==> src/rtl/fetch_unit.sv <==
// Instruction fetch unit: credit-limited request issue, in-order response capture into
// a small {pc, instr} buffer, and redirect handling that drains stale in-flight responses.
module fetch_unit #(
  parameter logic [31:0] RESET_PC = 32'h0000_3000,
  parameter int          DEPTH    = 2
) (
  input  logic        clk,
  input  logic        rst,
  input  logic        redirect_valid,
  input  logic [31:0] redirect_pc,
  output logic        imem_req,
  output logic [31:0] imem_addr,
  input  logic        imem_gnt,
  input  logic        imem_rvalid,
  input  logic [31:0] imem_rdata,
  output logic        instr_valid,
  output logic [31:0] instr,
  output logic [31:0] instr_pc,
  input  logic        instr_ready
);

  localparam int CW = $clog2(DEPTH + 1);
  localparam int PW = (DEPTH > 1) ? $clog2(DEPTH) : 1;

  typedef enum logic {FETCH, FLUSH} state_t;

  state_t        state, state_next;
  logic [31:0]   fetch_pc, fetch_pc_next;
  logic [CW-1:0] outstanding, outstanding_next;
  logic [CW-1:0] drop_cnt, drop_cnt_next;
  logic [CW-1:0] fifo_cnt, fifo_cnt_next;
  logic [PW-1:0] rd_ptr, rd_ptr_next, wr_ptr, wr_ptr_next;
  logic [PW-1:0] tag_rd, tag_rd_next, tag_wr, tag_wr_next;

  logic [31:0]   pc_mem    [DEPTH];
  logic [31:0]   instr_mem [DEPTH];
  logic [31:0]   tag_mem   [DEPTH];

  logic          grant, pop, push, tag_push;
  logic [CW:0]   in_use;
  logic          unused_pc_lo;

  function automatic logic [PW-1:0] ptr_inc(input logic [PW-1:0] p);
    return (p == PW'(DEPTH - 1)) ? '0 : p + PW'(1);
  endfunction

  // Every buffer slot is either filled or already promised to an in-flight request.
  assign in_use      = {1'b0, fifo_cnt} + {1'b0, outstanding};
  assign imem_req    = (state == FETCH) && !rst && (in_use < (CW+1)'(DEPTH));
  assign imem_addr   = fetch_pc;
  assign grant       = imem_req && imem_gnt;

  assign instr_valid = (fifo_cnt != '0);
  assign instr       = instr_mem[rd_ptr];
  assign instr_pc    = pc_mem[rd_ptr];
  assign pop         = instr_valid && instr_ready;

  assign push        = (state == FETCH) && !redirect_valid && imem_rvalid;
  assign tag_push    = grant && !redirect_valid;

  assign unused_pc_lo = ^redirect_pc[1:0];

  // NOTE: every next-value gets its hold value first, so no path leaves a signal
  // unassigned and no latch is inferred.
  always_comb begin
    state_next       = state;
    fetch_pc_next    = fetch_pc;
    outstanding_next = outstanding;
    drop_cnt_next    = drop_cnt;
    fifo_cnt_next    = fifo_cnt;
    rd_ptr_next      = rd_ptr;
    wr_ptr_next      = wr_ptr;
    tag_rd_next      = tag_rd;
    tag_wr_next      = tag_wr;

    case (state)
      FETCH: begin
        if (redirect_valid) begin
          // The pop (if any) still completes; everything behind it is stale.
          fetch_pc_next    = {redirect_pc[31:2], 2'b00};
          fifo_cnt_next    = '0;
          rd_ptr_next      = '0;
          wr_ptr_next      = '0;
          tag_rd_next      = '0;
          tag_wr_next      = '0;
          outstanding_next = '0;
          drop_cnt_next    = outstanding + CW'(grant) - CW'(imem_rvalid);
          if (drop_cnt_next != '0) state_next = FLUSH;
        end else begin
          if (grant) begin
            fetch_pc_next = fetch_pc + 32'd4;
            tag_wr_next   = ptr_inc(tag_wr);
          end
          if (push) begin
            tag_rd_next = ptr_inc(tag_rd);
            wr_ptr_next = ptr_inc(wr_ptr);
          end
          if (pop) rd_ptr_next = ptr_inc(rd_ptr);
          outstanding_next = outstanding + CW'(grant) - CW'(push);
          fifo_cnt_next    = fifo_cnt + CW'(push) - CW'(pop);
        end
      end

      FLUSH: begin
        if (redirect_valid) fetch_pc_next = {redirect_pc[31:2], 2'b00};
        if (imem_rvalid && (drop_cnt != '0)) drop_cnt_next = drop_cnt - CW'(1);
        if (drop_cnt_next == '0) state_next = FETCH;
      end

      default: state_next = FETCH;
    endcase
  end

  // NOTE: state uses non-blocking assignments so every register samples the
  // values of the same clock edge regardless of statement order.
  always_ff @(posedge clk) begin
    if (rst) begin
      state       <= FETCH;
      fetch_pc    <= RESET_PC;
      outstanding <= '0;
      drop_cnt    <= '0;
      fifo_cnt    <= '0;
      rd_ptr      <= '0;
      wr_ptr      <= '0;
      tag_rd      <= '0;
      tag_wr      <= '0;
    end else begin
      state       <= state_next;
      fetch_pc    <= fetch_pc_next;
      outstanding <= outstanding_next;
      drop_cnt    <= drop_cnt_next;
      fifo_cnt    <= fifo_cnt_next;
      rd_ptr      <= rd_ptr_next;
      wr_ptr      <= wr_ptr_next;
      tag_rd      <= tag_rd_next;
      tag_wr      <= tag_wr_next;
    end
  end

  // NOTE: storage arrays are not reset; the counts and pointers define which
  // entries are meaningful, so their contents after reset are don't-care.
  always_ff @(posedge clk) begin
    if (push) begin
      pc_mem[wr_ptr]    <= tag_mem[tag_rd];
      instr_mem[wr_ptr] <= imem_rdata;
    end
    if (tag_push) tag_mem[tag_wr] <= fetch_pc;
  end

endmodule
==> config.mk <==
export PLATFORM = sky130hd
export DESIGN_NAME = fetch_unit
export DESIGN_NICKNAME = d
export VERILOG_FILES = /design/src/rtl/fetch_unit.sv
export SDC_FILE = /design/constraint.sdc
export NUM_CORES = 1
export LEC_CHECK = 0
export CAP_MARGIN = 20
export CELL_PAD_IN_SITES_DETAIL_PLACEMENT = 1
export CELL_PAD_IN_SITES_GLOBAL_PLACEMENT = 1
export CORE_ASPECT_RATIO = 1.25
export CORE_UTILIZATION = 46
export DETAILED_ROUTE_END_ITERATION = 10
export GPL_TIMING_DRIVEN = 0
export PLACE_DENSITY_LB_ADDON = 0.25
export SLEW_MARGIN = 0
export SYNTH_ARGS = -nofsm -noshare
export SYNTH_HDL_FRONTEND = slang
export SYNTH_SLANG_ARGS = --single-unit
==> constraint.sdc <==
create_clock -name clk -period 13.1 [get_ports clk]
set_clock_uncertainty 0.05 [all_clocks]
set_input_delay 1.965 -clock clk [delete_from_list [all_inputs] [get_ports clk]]
set_output_delay 1.965 -clock clk [all_outputs]
set_load 0.02 [all_outputs]
## After elaboration in Yosys (flattened, before gate mapping)

Memory sizes are Yosys's and may differ from the RTL's. A register that Yosys moved wholly into a read port is not among the register bits.
Cells that the tools add are included.

| cells by class | value |
|---|---|
| order comparisons | 1 |
| bitwise gates (word level) | 1 |
| add/sub/neg operators | 12 |
| div/mod/pow operators | 0 |
| reductions and logical operators | 21 |
| eq/ne operators | 3 |
| multiply operators | 0 |
| muxes and demuxes | 36 |
| shifts and indexed selects | 0 |

Operators with widths:

| cell | count |
|---|---|
| 2-to-1 mux 32 bit | 3 |
| case mux 32 bit (2 select lines) | 1 |
| adder 32 x 3 -> 32 bit, second input constant | 1 |
| 2-to-1 mux 1 bit | 25 |
| nonzero test 2 bit | 6 |
| 2-to-1 mux 2 bit | 5 |
| logical AND 1 bit | 8 |
| AND reduction 2 bit | 4 |
| subtractor 2 x 1 -> 2 bit | 3 |
| adder 1 bit, second input constant | 4 |
| adder 2 x 1 -> 2 bit | 2 |
| != test 2 bit, second input constant | 2 |
| case mux 2 bit (2 select lines) | 1 |
| adder 2 x 2 -> 3 bit | 1 |
| less-than comparator 3 x 2 -> 1 bit, second input constant | 1 |
| != test 3 bit, second input constant | 1 |
| zero test 1 bit | 2 |
| zero test 2 bit | 1 |
| case mux 1 bit (2 select lines) | 1 |
| subtractor 2 x 1 -> 2 bit, second input constant | 1 |
| NOT 1 bit | 1 |

| word-level totals | value |
|---|---|
| memories | 3 |
| bits in writable memories | 192 |
| logic and storage cells | 86 |
| flip-flop bits (word level) | 43 |
| output and inout port bits | 98 |
| memory bits (read-only) | 0 |
| bits in latches | 0 |
| bits of input ports | 70 |

Memory list:

| memory | words | width | read ports | clocked after Yosys merged registers in | write ports | line | source |
|---|---|---|---|---|---|---|---|
| instr_mem | 2 | 32 | 1 | 1 | 1 | 36 | `logic [31:0] instr_mem [DEPTH];` |
| pc_mem | 2 | 32 | 1 | 1 | 1 | 35 | `logic [31:0] pc_mem [DEPTH];` |
| tag_mem | 2 | 32 | 1 | 1 | 1 | 37 | `logic [31:0] tag_mem [DEPTH];` |

## Longest topological paths before layout

Gate-level depths: netlist of run 1.

| depth | value |
|---|---|
| depth in word-level cells | 10 |
| depth in mapped cells | 12 |
| gate-level depth less buffers | 12 |

## Least setup slack after synthesis of run 1

Ideal clock, no wire load.

| timing path | value |
|---|---|
| path type | input port to flip-flop |
| from | input redirect_valid |
| to | memory instr_mem[0][0], enable pin |
| stages | 4 |
| arrival | 5.219 ns |
| library setup time | 0.484 ns |
| path buffers | 1 |
| path slack | 7.347 ns |
| data required time | 12.566 ns |
| cell sequence | nor2_1 > clkbuf_1 > nand2_1 > nor2_1 |

| between the ends | value |
|---|---|
| cells in the longest elaborated chain, start to end | 5 |

Ends and longest elaborated chain:

| item | line | source |
|---|---|---|
| from (decl) | 9 | `input logic redirect_valid,` |
| zero test 1 bit | 58 | `assign push = (state == FETCH) && !redirect_valid && imem_rvalid;` |
| logical AND 1 bit (2 in series) | 58 |  |
| 2-to-1 mux 1 bit | 143 | `if (push) begin` |
| 2-to-1 mux 1 bit (implied by the code) | 145 | `instr_mem[wr_ptr] <= imem_rdata;` |
| to (decl) | 36 |  |

Every way passes these cells.

## Final worst setup path of run 1

| timing path | value |
|---|---|
| from | input rst |
| to | output imem_req |

| between the ends | value |
|---|---|
| cells in the longest elaborated chain, start to end | 3 |

Ends and longest elaborated chain:

| item | line | source |
|---|---|---|
| from (decl) | 8 | `input logic rst,` |
| zero test 1 bit | 49 | `assign imem_req = (state == FETCH) && !rst && (in_use < (CW+1)'(DEPTH));` |
| logical AND 1 bit (2 in series) | 49 |  |
| to (decl) | 11 | `output logic imem_req,` |

Every way passes these cells.

==> impl_metrics.ini, run 1 <==
[sta]
setup_viol = 0
tns_ps = 0
tightest_slew_ps = 962
hold_violations = 0
fin_crit_ps = 5150
rsz0062_at_grt = false
fin_crit_sh = 0.393
finalMaxSlewViolations = 0
fmax_mhz = 194
relSlewSlack = 0.357

[detailed_routing]
ant_nets = 0
wl_per_cell_um = 21.5
finalWirelength_um = 23800
num_vias = 6143
vias_per_cell = 5.56
drt_iter0_markers = 321
drc = 0
dr.pass1.iters = 5

[finish]
nets = 900
antenna_cells = 0
final_core_util = 0.613
design_area_sq_um = 12000
drive_gt1_frac = 0.178
syn_to_final_growth_pct = 29.7

[logic_synthesis]
synth_most_common_cell = edfxtp_1
ys_top_cells_by_area = edfxtp_1, mux2_2, dfxtp_1, nor2_1, a21oi_1
ys_ff_latch = 227
synth_area_sq_um = 9280
post_synth.cell_area_avg_sq_um = 14.7
synth_common_cells = edfxtp_1, mux2_2, dfxtp_1, nor2_1, nand2_1
yosysSeqAreaShare = 0.689
ys.warnings.count = 0
synth_top_cell_by_area = edfxtp_1
yosysUniqueCellTypes = 54
ys_async_sr_fraction = 0
synth_top_area_frac = 0.596
synth_edf_count = 184
synth_ff_type = edfxtp_1
syn_inst = 631

[global_route]
grt_max_degree = 63
grt_pass1_vias = 6658
grt_usage = 0.235
antenna_found_initial = 0
grt_pass1_wl_um = 36900
overflow = 0

[placement]
post_dp_cell_area_sq_um = 11300
dp_hpwl_um = 16100
gp_congestion = 0.852
io_buffers = 160

[clock_network]
ctsHoldBuffers = 0
clk_latency_ps = 510
cts_sinks = 227
cts_setup_buffers = 0
cts_made_buffers = 23
clock_path_buffers = 3
clk_pin_slew_ps = 60
ctsResizeCount = 0
cts_root_buf = clkbuf_16
cts_tree = done
h-tree-depth = 1

[status]
outcome = completed

[setup_path]
r2r_cells = 7
critPathKind = input port to output port
path_max_fanout = 10
cp-end-kind = output port
arrival_ps = 3140
r2r-start = outstanding[0]$_SDFFE_PP0N_
critPathLaunch = rst
cp.required_ps = 11090
start_kind = input port

[floorplanning]
row_count = 57
core_sq_um = 19600
io_pins = 168
fp.dieW_um = 129
die_y_um = 161
initial_utilization = 0.473
die_area_sq_um = 20700

[job]
cap_violations = 0

[min_path]
hold_depth = 2
min_from = rd_ptr$_SDFFE_PP0P_
hp-class = flop to flop

[power]
power-per-cell-area_nw_per_um2 = 143
leakage_nw = 4.06
peakVddDrop_mv = 0.105
==> report_power, final <==
part | internal [mW] | leakage (nW) | total [mW] | switching [mW]
Combinational | 0.107 | 1.66 | 0.235 | 0.128
Sequential | 0.828 | 2.05 | 0.856 | 0.0277
Clock | 0.369 | 0.347 | 0.631 | 0.261
==> final timing paths <==
check	slack [ps]	to
min	470	flop
max	7950	imem_req
min reg2reg	470	flop
max reg2reg	9530	tag_mem[1][22]$_DFFE_PP_
==> area by class of cell <==
class,count,area [sq um]
Fill cell,1884,7590
Sequential cell,227,6390
Multi-Input combinational cell,361,2720
Timing Repair Buffer,163,1670
Clock buffer,32,619
Tap cell,265,332
Buffer,35,156
Clock inverter,10,98.8
Inverter,11,42.5
==> stage by stage <==
stage / power (mW) / instances / worst slack (ps) / hold WS [ps]
2_1_floorplan: 0.991 / 634 / 7350 / 414
3_5_place_dp: 1.10 / 1062 / 7910 / 466
5_1_grt: 1.78 / 1104 / 7900 / 505
6_report: 1.72 / 1104 / 7950 / 473
4_1_cts: 1.73 / 1104 / 7930 / 475
3_3_place_gp: 1.09 / 1059 / 4920 / 434
==> logic make-up (layout without fill, tap and decap cells) <==
kind of cell | count (synthesis) | in the layout | synth area share
flops | 227 | 227 | 0.689
simple gates | 140 | 140 | 0.0785
compound gates | 104 | 104 | 0.0745
mux | 99 | 99 | 0.119
buf+inv | 46 | 251 | 0.0214
fa+ha+maj | 8 | 8 | 0.0116
xor+xnor | 6 | 6 | 0.00567
other cells | 1 | 4 | 0.000404
==> cells in the final DEF, fill, tap and decap left out, types with 7 or more instances in the layout <==
cell type / synthesis / layout
a21oi_1: 25 / 25
a31oi_1: 10 / 10
and2_1: 11 / 11
clkbuf_1: 28 / 36
clkbuf_16: 0 / 23
clkdlybuf4s50_1: 0 / 160
dfxtp_1: 43 / 43
edfxtp_1: 184 / 184
ha_1: 7 / 7
inv_1: 10 / 10
mux2_2: 93 / 93
nand2_1: 31 / 31
nand3_1: 12 / 12
nand4_1: 9 / 9
nor2_1: 39 / 37
nor3_1: 10 / 10
o211ai_1: 9 / 9
o21ai_0: 15 / 15
o22ai_1: 7 / 7
==> sequential cells by signal, summed over array words and instances (netlist names), named ones only <==
signal and flops:
outstanding 2, tag_mem 60, pc_mem 60, tag_wr 1, fifo_cnt 2, imem_addr 30, instr_mem 64, tag_rd 1
drop_cnt 2, rd_ptr 1, wr_ptr 1, state 1
==> metal layers <==
metal	GRT usage	part of all wire
met1	0.275	0.38
met2	0.425	0.53
met3	0.0473	0.071
met4	0.0754	0.021
met5	0	0
==> worst max-delay path, stage by stage <==
cell	delay, ps
buf_2	180
nor4_4	300
clkdlybuf4s50_1	690
Power figures use the tool's default switching activity.
==> inputs of run 2 (changes only) <==
--- a/config.mk
+++ b/config.mk
@@ -9,7 +9,7 @@
 export CELL_PAD_IN_SITES_DETAIL_PLACEMENT = 1
 export CELL_PAD_IN_SITES_GLOBAL_PLACEMENT = 1
 export CORE_ASPECT_RATIO = 1.25
-export CORE_UTILIZATION = 46
+export CORE_UTILIZATION = 39
 export DETAILED_ROUTE_END_ITERATION = 10
 export GPL_TIMING_DRIVEN = 0
 export PLACE_DENSITY_LB_ADDON = 0.25
==> constraint.sdc (replaced) <==
create_clock -name clk -period 4.42 [get_ports clk]
set_clock_uncertainty 0.05 [all_clocks]
set_input_delay 0.663 -clock clk [delete_from_list [all_inputs] [get_ports clk]]
set_output_delay 0.663 -clock clk [all_outputs]
set_load 0.02 [all_outputs]
==> run 2 against run 1 <==
  * First-iteration DRC count is 25% higher
  * Worst setup slack worse by 7100 ps
  * Critical path depth is 1 higher
  * Cell area stayed put
  * Largest cell class unchanged
  * Largest power group unchanged
==> impl_metrics.ini, run 2 (same netlist as run 1, synthesis figures left out) <==
[floorplanning]
die_area_sq_um = 24400
core_sq_um = 23200
io_pins = 168
fp.dieW_um = 140
initial_utilization = 0.400
row_count = 62
die_y_um = 174

[clock_network]
cts_sinks = 227
clock_path_buffers = 3
h-tree-depth = 1
clk_latency_ps = 500
ctsHoldBuffers = 0
ctsResizeCount = 0
cts_tree = done
clk_pin_slew_ps = 60
cts_root_buf = clkbuf_16
cts_setup_buffers = 0
cts_made_buffers = 23

[global_route]
antenna_found_initial = 0
grt_max_degree = 42
grt_usage = 0.197
grt_pass1_vias = 6603
grt_pass1_wl_um = 37000
overflow = 0

[finish]
largest_registers = instr_mem x64, pc_mem x60, tag_mem x60
drive_gt1_frac = 0.178
regMostFlops = instr_mem
stdcell_count = 1125
largest_reg_flops = 64
num-fill-cells = 2305
final_core_util = 0.518
syn_to_final_growth_pct = 29.7
antenna_cells = 0
layout_common_cells = edfxtp_1, clkdlybuf4s50_1, mux2_2, dfxtp_1, nor2_1
nets = 900
final_common_cell = edfxtp_1
seq_area_sq_um = 6390
multi_input_comb_area_sq_um = 2720

[placement]
gp_congestion = 0.831
dp_hpwl_um = 16700
dpl.cell_count = 1085
io_buffers = 160
dp_slack_ps = 696

[setup_path]
cp.required_ps = 3710
path_max_fanout = 10
start_kind = flop
cp-end-kind = output port
arrival_ps = 2840
critPathKind = flop to output port

[sta]
timing.hold.ws_ps = 459
setup_ws_ps = 867
fin_crit_ps = 3550
setup_viol = 0
finalMaxSlewViolations = 0
hold_violations = 0
relSlewSlack = 0.328
tightest_slew_ps = 1010
rsz0062_at_grt = false
fmax_mhz = 281
fin_crit_sh = 0.804

[detailed_routing]
drt_iter0_markers = 402
num_vias = 6081
drc = 0
ant_nets = 0
dr.pass1.iters = 6
wl_per_cell_um = 21.4
finalWirelength_um = 24000
vias_per_cell = 5.41

[status]
outcome = completed

[power]
peakVddDrop_mv = 0.214
power.total_mw = 5.03
power.internal_mw = 3.80
seq_power_share = 0.505
leakage_nw = 4.05
pwr-share-comb = 0.139
power-per-cell-area_nw_per_um2 = 418
clkPwrFrac = 0.357
switchingPower_mw = 1.22
p_sw_frac = 0.244

[job]
cap_violations = 0

[min_path]
hp-class = flop to flop
[run 2: metrics by stage]
stage	setup TNS, ps	instance area (sq um)
2_1_floorplan	0	9290
3_3_place_gp	-122260	11300
3_5_place_dp	0	11300
4_1_cts	0	12000
5_1_grt	0	12000
6_report	0	12000
[run 2: power groups by stage]
stage	clock [mW]	sequential, mW	combinational [mW]
global placement	0	2.58	0.662
detailed placement	0	2.58	0.697
floorplan	0	2.58	0.354
global route	1.91	2.55	0.747
finish	1.79	2.54	0.696
CTS	1.83	2.54	0.703
[run 2: layout make-up]
class	count	area share
sequential	227	0.531
multi-input combinational	361	0.226
timing repair buffer	163	0.139
clock buffer	31	0.0512
tap	288	0.0300
buffer	35	0.0130
clock inverter	9	0.00541
inverter	11	0.00354
[run 2: per-layer routing]
metal | share of wire | track usage
met1 | 0.39 | 0.221
met2 | 0.52 | 0.366
met3 | 0.061 | 0.0366
met4 | 0.029 | 0.0751
met5 | 0 | 0
[run 2: final timing paths]
check / from / end / slack [ps] / cells past startpoint
max: flop / instr_pc[5] / 870 / 4
min reg2reg: rd_ptr$_SDFFE_PP0P_ / rd_ptr$_SDFFE_PP0P_ / 460 / 2
max reg2reg: fifo_cnt[0]$_SDFFE_PP0N_ / tag_mem[1][7]$_DFFE_PP_ / 1110 / 6
min: rd_ptr$_SDFFE_PP0P_ / rd_ptr$_SDFFE_PP0P_ / 460 / 2
[run 2: critical path, cell delays in order (launching register included)]
cell and delay [ps]:
dfxtp_1 310, clkbuf_1 540, clkbuf_1 540, mux2_2 400
clkdlybuf4s50_1 550
